File: src/rtl/mult_div_unit.sv
// rtl/mult_div_unit.sv - multi-cycle radix-2 multiply/divide engine owning HI/LO
module mult_div_unit #(
  parameter int WIDTH = 32
) (
  input  logic             clk,
  input  logic             rst_n,
  input  logic             start,
  input  logic [1:0]       op,
  input  logic [WIDTH-1:0] operand_a,
  input  logic [WIDTH-1:0] operand_b,
  input  logic             write_hi,
  input  logic             write_lo,
  input  logic [WIDTH-1:0] write_data,
  output logic             busy,
  output logic             done,
  output logic             div_by_zero,
  output logic [WIDTH-1:0] hi,
  output logic [WIDTH-1:0] lo
);

  localparam int CW = $clog2(WIDTH);

  typedef enum logic [1:0] {IDLE, CALC, FIX} state_t;

  state_t           state, state_next;
  logic [CW-1:0]    count;
  logic             is_div, neg_q, neg_r;
  logic [WIDTH-1:0] opnd, acc_hi, acc_lo;

  logic             a_neg, b_neg, launch_dz;
  logic [WIDTH-1:0] abs_a, abs_b;
  logic [WIDTH-1:0] mul_addend;
  logic [WIDTH:0]   mul_sum;
  logic [WIDTH:0]   div_shift;
  logic             div_ge;
  logic [WIDTH-1:0] div_rem;
  logic [2*WIDTH-1:0] prod, prod_fix;
  logic [WIDTH-1:0] fix_hi, fix_lo;

  // Signedness only matters for op[0]; unsigned ops see non-negative operands.
  assign a_neg     = op[0] & operand_a[WIDTH-1];
  assign b_neg     = op[0] & operand_b[WIDTH-1];
  assign abs_a     = a_neg ? -operand_a : operand_a;
  assign abs_b     = b_neg ? -operand_b : operand_b;
  assign launch_dz = op[1] && (operand_b == '0);

  assign busy = (state != IDLE);

  // Shift-add multiply: acc_lo holds the multiplier and absorbs product bits.
  assign mul_addend = acc_lo[0] ? opnd : '0;
  assign mul_sum    = {1'b0, acc_hi} + {1'b0, mul_addend};

  // Restoring divide: acc_hi is the partial remainder, acc_lo shifts dividend out and quotient in.
  assign div_shift = {acc_hi, acc_lo[WIDTH-1]};
  assign div_ge    = (div_shift >= {1'b0, opnd});
  assign div_rem   = div_ge ? (div_shift[WIDTH-1:0] - opnd) : div_shift[WIDTH-1:0];

  assign prod     = {acc_hi, acc_lo};
  assign prod_fix = neg_q ? -prod : prod;

  always_comb begin
    fix_hi = prod_fix[2*WIDTH-1:WIDTH];
    fix_lo = prod_fix[WIDTH-1:0];
    if (is_div) begin
      fix_hi = neg_r ? -acc_hi : acc_hi;
      fix_lo = neg_q ? -acc_lo : acc_lo;
    end
  end

  always_ff @(posedge clk or negedge rst_n) begin
    if (!rst_n) state <= IDLE;
    else        state <= state_next;
  end

  always_comb begin
    state_next = state;
    case (state)
      IDLE:    if (start) state_next = launch_dz ? FIX : CALC;
      CALC:    if (count == '0) state_next = FIX;
      FIX:     state_next = IDLE;
      default: state_next = IDLE;
    endcase
  end

  always_ff @(posedge clk or negedge rst_n) begin
    if (!rst_n) begin
      count       <= '0;
      is_div      <= 1'b0;
      neg_q       <= 1'b0;
      neg_r       <= 1'b0;
      opnd        <= '0;
      acc_hi      <= '0;
      acc_lo      <= '0;
      hi          <= '0;
      lo          <= '0;
      done        <= 1'b0;
      div_by_zero <= 1'b0;
    end else begin
      done <= 1'b0;
      case (state)
        IDLE: begin
          if (start) begin
            is_div      <= op[1];
            div_by_zero <= launch_dz;
            count       <= CW'(WIDTH - 1);
            if (launch_dz) begin
              acc_hi <= operand_a;
              acc_lo <= '1;
              neg_q  <= 1'b0;
              neg_r  <= 1'b0;
            end else begin
              acc_hi <= '0;
              opnd   <= op[1] ? abs_b : abs_a;
              acc_lo <= op[1] ? abs_a : abs_b;
              neg_q  <= a_neg ^ b_neg;
              neg_r  <= a_neg;
            end
          end else begin
            if (write_hi) hi <= write_data;
            if (write_lo) lo <= write_data;
          end
        end
        CALC: begin
          count <= count - 1'b1;
          if (is_div) {acc_hi, acc_lo} <= {div_rem, acc_lo[WIDTH-2:0], div_ge};
          else        {acc_hi, acc_lo} <= {mul_sum, acc_lo[WIDTH-1:1]};
        end
        FIX: begin
          hi   <= fix_hi;
          lo   <= fix_lo;
          done <= 1'b1;
        end
        default: ;
      endcase
    end
  end

endmodule

File: config.mk
export PLATFORM = sky130hd
export DESIGN_NAME = mult_div_unit
export DESIGN_NICKNAME = d
export VERILOG_FILES = /design/src/rtl/mult_div_unit.sv
export SDC_FILE = /design/constraint.sdc
export NUM_CORES = 1
export LEC_CHECK = 0
export ABC_AREA = 1
export CAP_MARGIN = 10
export CORE_MARGIN = 10
export CORE_UTILIZATION = 35
export DETAILED_ROUTE_END_ITERATION = 10
export SETUP_SLACK_MARGIN = 0.5
export SLEW_MARGIN = 20
export SYNTH_ARGS = -nofsm -noshare
export SYNTH_HDL_FRONTEND = slang
export SYNTH_SLANG_ARGS = --single-unit
File: constraint.sdc
create_clock -name clk -period 3.2 [get_ports clk]
set_input_delay 0.64 -clock clk [delete_from_list [all_inputs] [get_ports clk]]
set_output_delay 0.64 -clock clk [all_outputs]
set_load 0.01 [all_outputs]
==> metrics.cfg <==
[layout]
final_nets = 3760
n_antenna_cell = 0
drive_above_1_share_pct = 12.76
syn_to_final_growth_pct = 25.25

[power]
vdd_drop_max_v = 0.0006381
p_leak_nw = 11.88
p_per_area_nw_per_um2 = 1121

[timing]
setup_viol = 0
fmax_mhz = 373.2
tightest_slew_ns = 0.7175
fin_ws_ns = 0.5201
skew_ns = 0.02449
hold_violations = 0
slew_headroom_pct = 52.16
grt_setup_unrepaired = true
fin_tns_setup_ns = 0
fin_crit_sh_pct = 83.75
period_needed_ns = 2.680
slew_viol_final = 0

[detailed_routing]
drc = 0
avgRoutedWirePerCell_um = 22.03
drt-vias-per-instance = 5.410
drt_iter0_markers = 2338
ant_nets = 0
dr.max_layer_used = met5
dr.pass1.iters = 6
routed-wl-met2_um = 41630
dr_wl_met3_um = 7789
routed_wirelength_um = 94600
dr_total_vias = 23230
wl_met1_um = 41330

[floorplanning]
coreArea_um2 = 54130
start_util_pct = 35.58
dieHeight_um = 254.6
io_pins = 170
die_w_um = 254.6
die-area_um2 = 64810
rows = 85

[logic_synthesis]
synth_warnings = 0
synth_area_leaders = nand2_1 23%, dfrtp_1 22%, inv_1 8.3%
ys.flop_type = dfrtp_1
synth_top_area_share_pct = 23.00
synth_edf_count = 0
postSynthCellCount = 3351
synth.most_common_cell = nand2_1
ys_seq_area_share_pct = 22.35
async_flop_share_pct = 100.0
synth-seq-cells = 172
ys_types = 58
postSynthAreaPerCell_um2 = 5.747
synth_fp_nets = 3526
syn_area_um2 = 19260
synth_largest_area_cell = nand2_1
synth.top_cells.by_count = 1,180 x nand2_1, 424 x inv_1, 349 x nor2_1

[placement]
port_buffers = 169
dp_slack_ns = 0.1722
dp_hpwl_um = 77160
place_congestion = 1.037

[clock_tree]
cts_buffers = 17
clk_pin_slew_worst_paths_ns = 0.09
htreeDepth = 4
cts_tree = built
root_buffer = clkbuf_16
clk_latency_ns = 0.50
cts_buffer_depth = 2
clock-sinks = 172
hold_buffers = 0

[setup_path]
slowest_delay_ns = 0.43
worstPathCellList = inv_2 -> ha_2 -> nand2_1 -> nor2_2 -> nand3_1 -> nor2_1 -> nand2_2 -> nand2_4 -> nor2_8 -> nand2_8 -> nor2_8 -> buf_12 -> nand2_1 -> nand3b_1 -> nand2_1 -> nand2_1
crit_start = opnd[27]
path_common_cell = nand2_1
crit_slowest_cell = dfrtp_1
arrival_ns = 3.06
r2r_start = opnd[27]
path_class = reg2reg
required_ns = 3.58
critPathTopFamily = simple AND/OR/NAND/NOR gates
cp_max_fo = 11
r2r-end = acc_hi[10]
worst-path-stages = 16
r2r_cells = 16
start_kind = register
cp-end-kind = register
path_buf_inv = 2
rrSetupSlack_ns = 0.52

[grt]
grt_overflow_total = 0
grt_pass1_vias = 21810
grt_pass1_wl_um = 137900
grt_max_degree = 58
antenna_found_initial = 2
track_usage_pct = 28.50

[job]
cap_violations = 0

[run_status]
outcome = completed

[hold_path]
hold_class = in2async

## timing repair
item                       in CTS  in global routing
pin swaps                       5                 46
setup endpoints to repair      34                 50
setup buffers                   0                 28
gates resized for setup        54                174
## flip-flops by register name (all words and copies together), names as in the netlist
name and cells:
is_div 1, acc_hi 32, done 1, count 5, hi 32, acc_lo 32, lo 32, div_by_zero 1
neg_r 1, neg_q 1, state 2, opnd 32
## routing by layer
metal	vias up	track usage, %
met5	-	0
met4	2	12.19
met3	163	5.425
met2	1030	43.55
met1	10830	38.59
li1	11210	-
## metrics by stage
stage | power [mW] | instance area [um2] | std cells | hold WS [ns] | utilization, %
3_5_place_dp | 22.62 | 22370 | 4234 | 0.4679 | 41.32
5_1_grt | 29.00 | 24120 | 4294 | 0.1670 | 44.56
6_report | 27.05 | 24120 | 4294 | 0.1285 | 44.56
2_1_floorplan | 15.39 | 19260 | 3351 | 0.3444 | -
4_1_cts | 25.28 | 23240 | 4266 | 0.1421 | 42.92
3_3_place_gp | 22.69 | 22370 | 4234 | 0.4612 | 41.32
## how the worst max path moves through the flow
stage / endpoint / slack [ns]
final: acc_hi[10] / 0.52
after global routing: hi[6] / 0.41
after CTS: acc_hi[12] / 0.44
after detailed placement: acc_hi[18] / 0.17
after global placement: acc_lo[31] / 0.12
after floorplan: acc_hi[15] / 0.69
## kinds of logic (layout without fill, tap and decap cells)
logic type | Yosys count | count (layout) | synth area share [%]
multiplexers | 5 | 5 | 0.2664
adder cells (fa/ha/maj) | 72 | 72 | 4.755
buffers and inverters | 562 | 809 | 11.52
flip-flops | 172 | 172 | 22.35
XOR/XNOR | 71 | 71 | 3.229
AO/OA/AOI/OAI | 477 | 477 | 14.20
AND/OR/NAND/NOR | 1992 | 1992 | 43.68
## power breakdown
group          internal (mW)  switching [mW]  total, mW  leakage (nW)
logic                   7.25            13.2       20.4          9.52
registers               3.28            1.16       4.44          2.07
clock network           1.06            1.11       2.17         0.287
## cell type report
type | instances | area [um2]
fill | 5851 | 30010
tap | 696 | 870.8
clock inverter | 14 | 153.9
timing repair buffer | 332 | 2978
clock buffer | 18 | 439.2
inverter | 445 | 1674
multi-input combinational | 2617 | 13690
sequential | 172 | 4317
## cells in the final DEF (no fill, tap or decap), types with 14 or more instances in the layout
cell type        count
nand3_1            269
nor3_1              31
ha_4                35
nand2_2             46
clkdlybuf4s50_1    167
inv_2               36
buf_4              157
o22ai_1             20
o21ai_0            171
nand3_2             19
a21oi_1            131
o21ai_1             26
nand4_1             64
nand2_1           1143
nor2_4              16
a21oi_2             16
clkbuf_16           17
o21bai_1            18
inv_1              400
a21boi_0            14
nor2_1             316
ha_1                23
nor2_2              36
o211ai_1            29
dfrtp_1            164
nand3b_1            18
xor2_1              64
No activity file was read; power rests on OpenSTA's default activity.
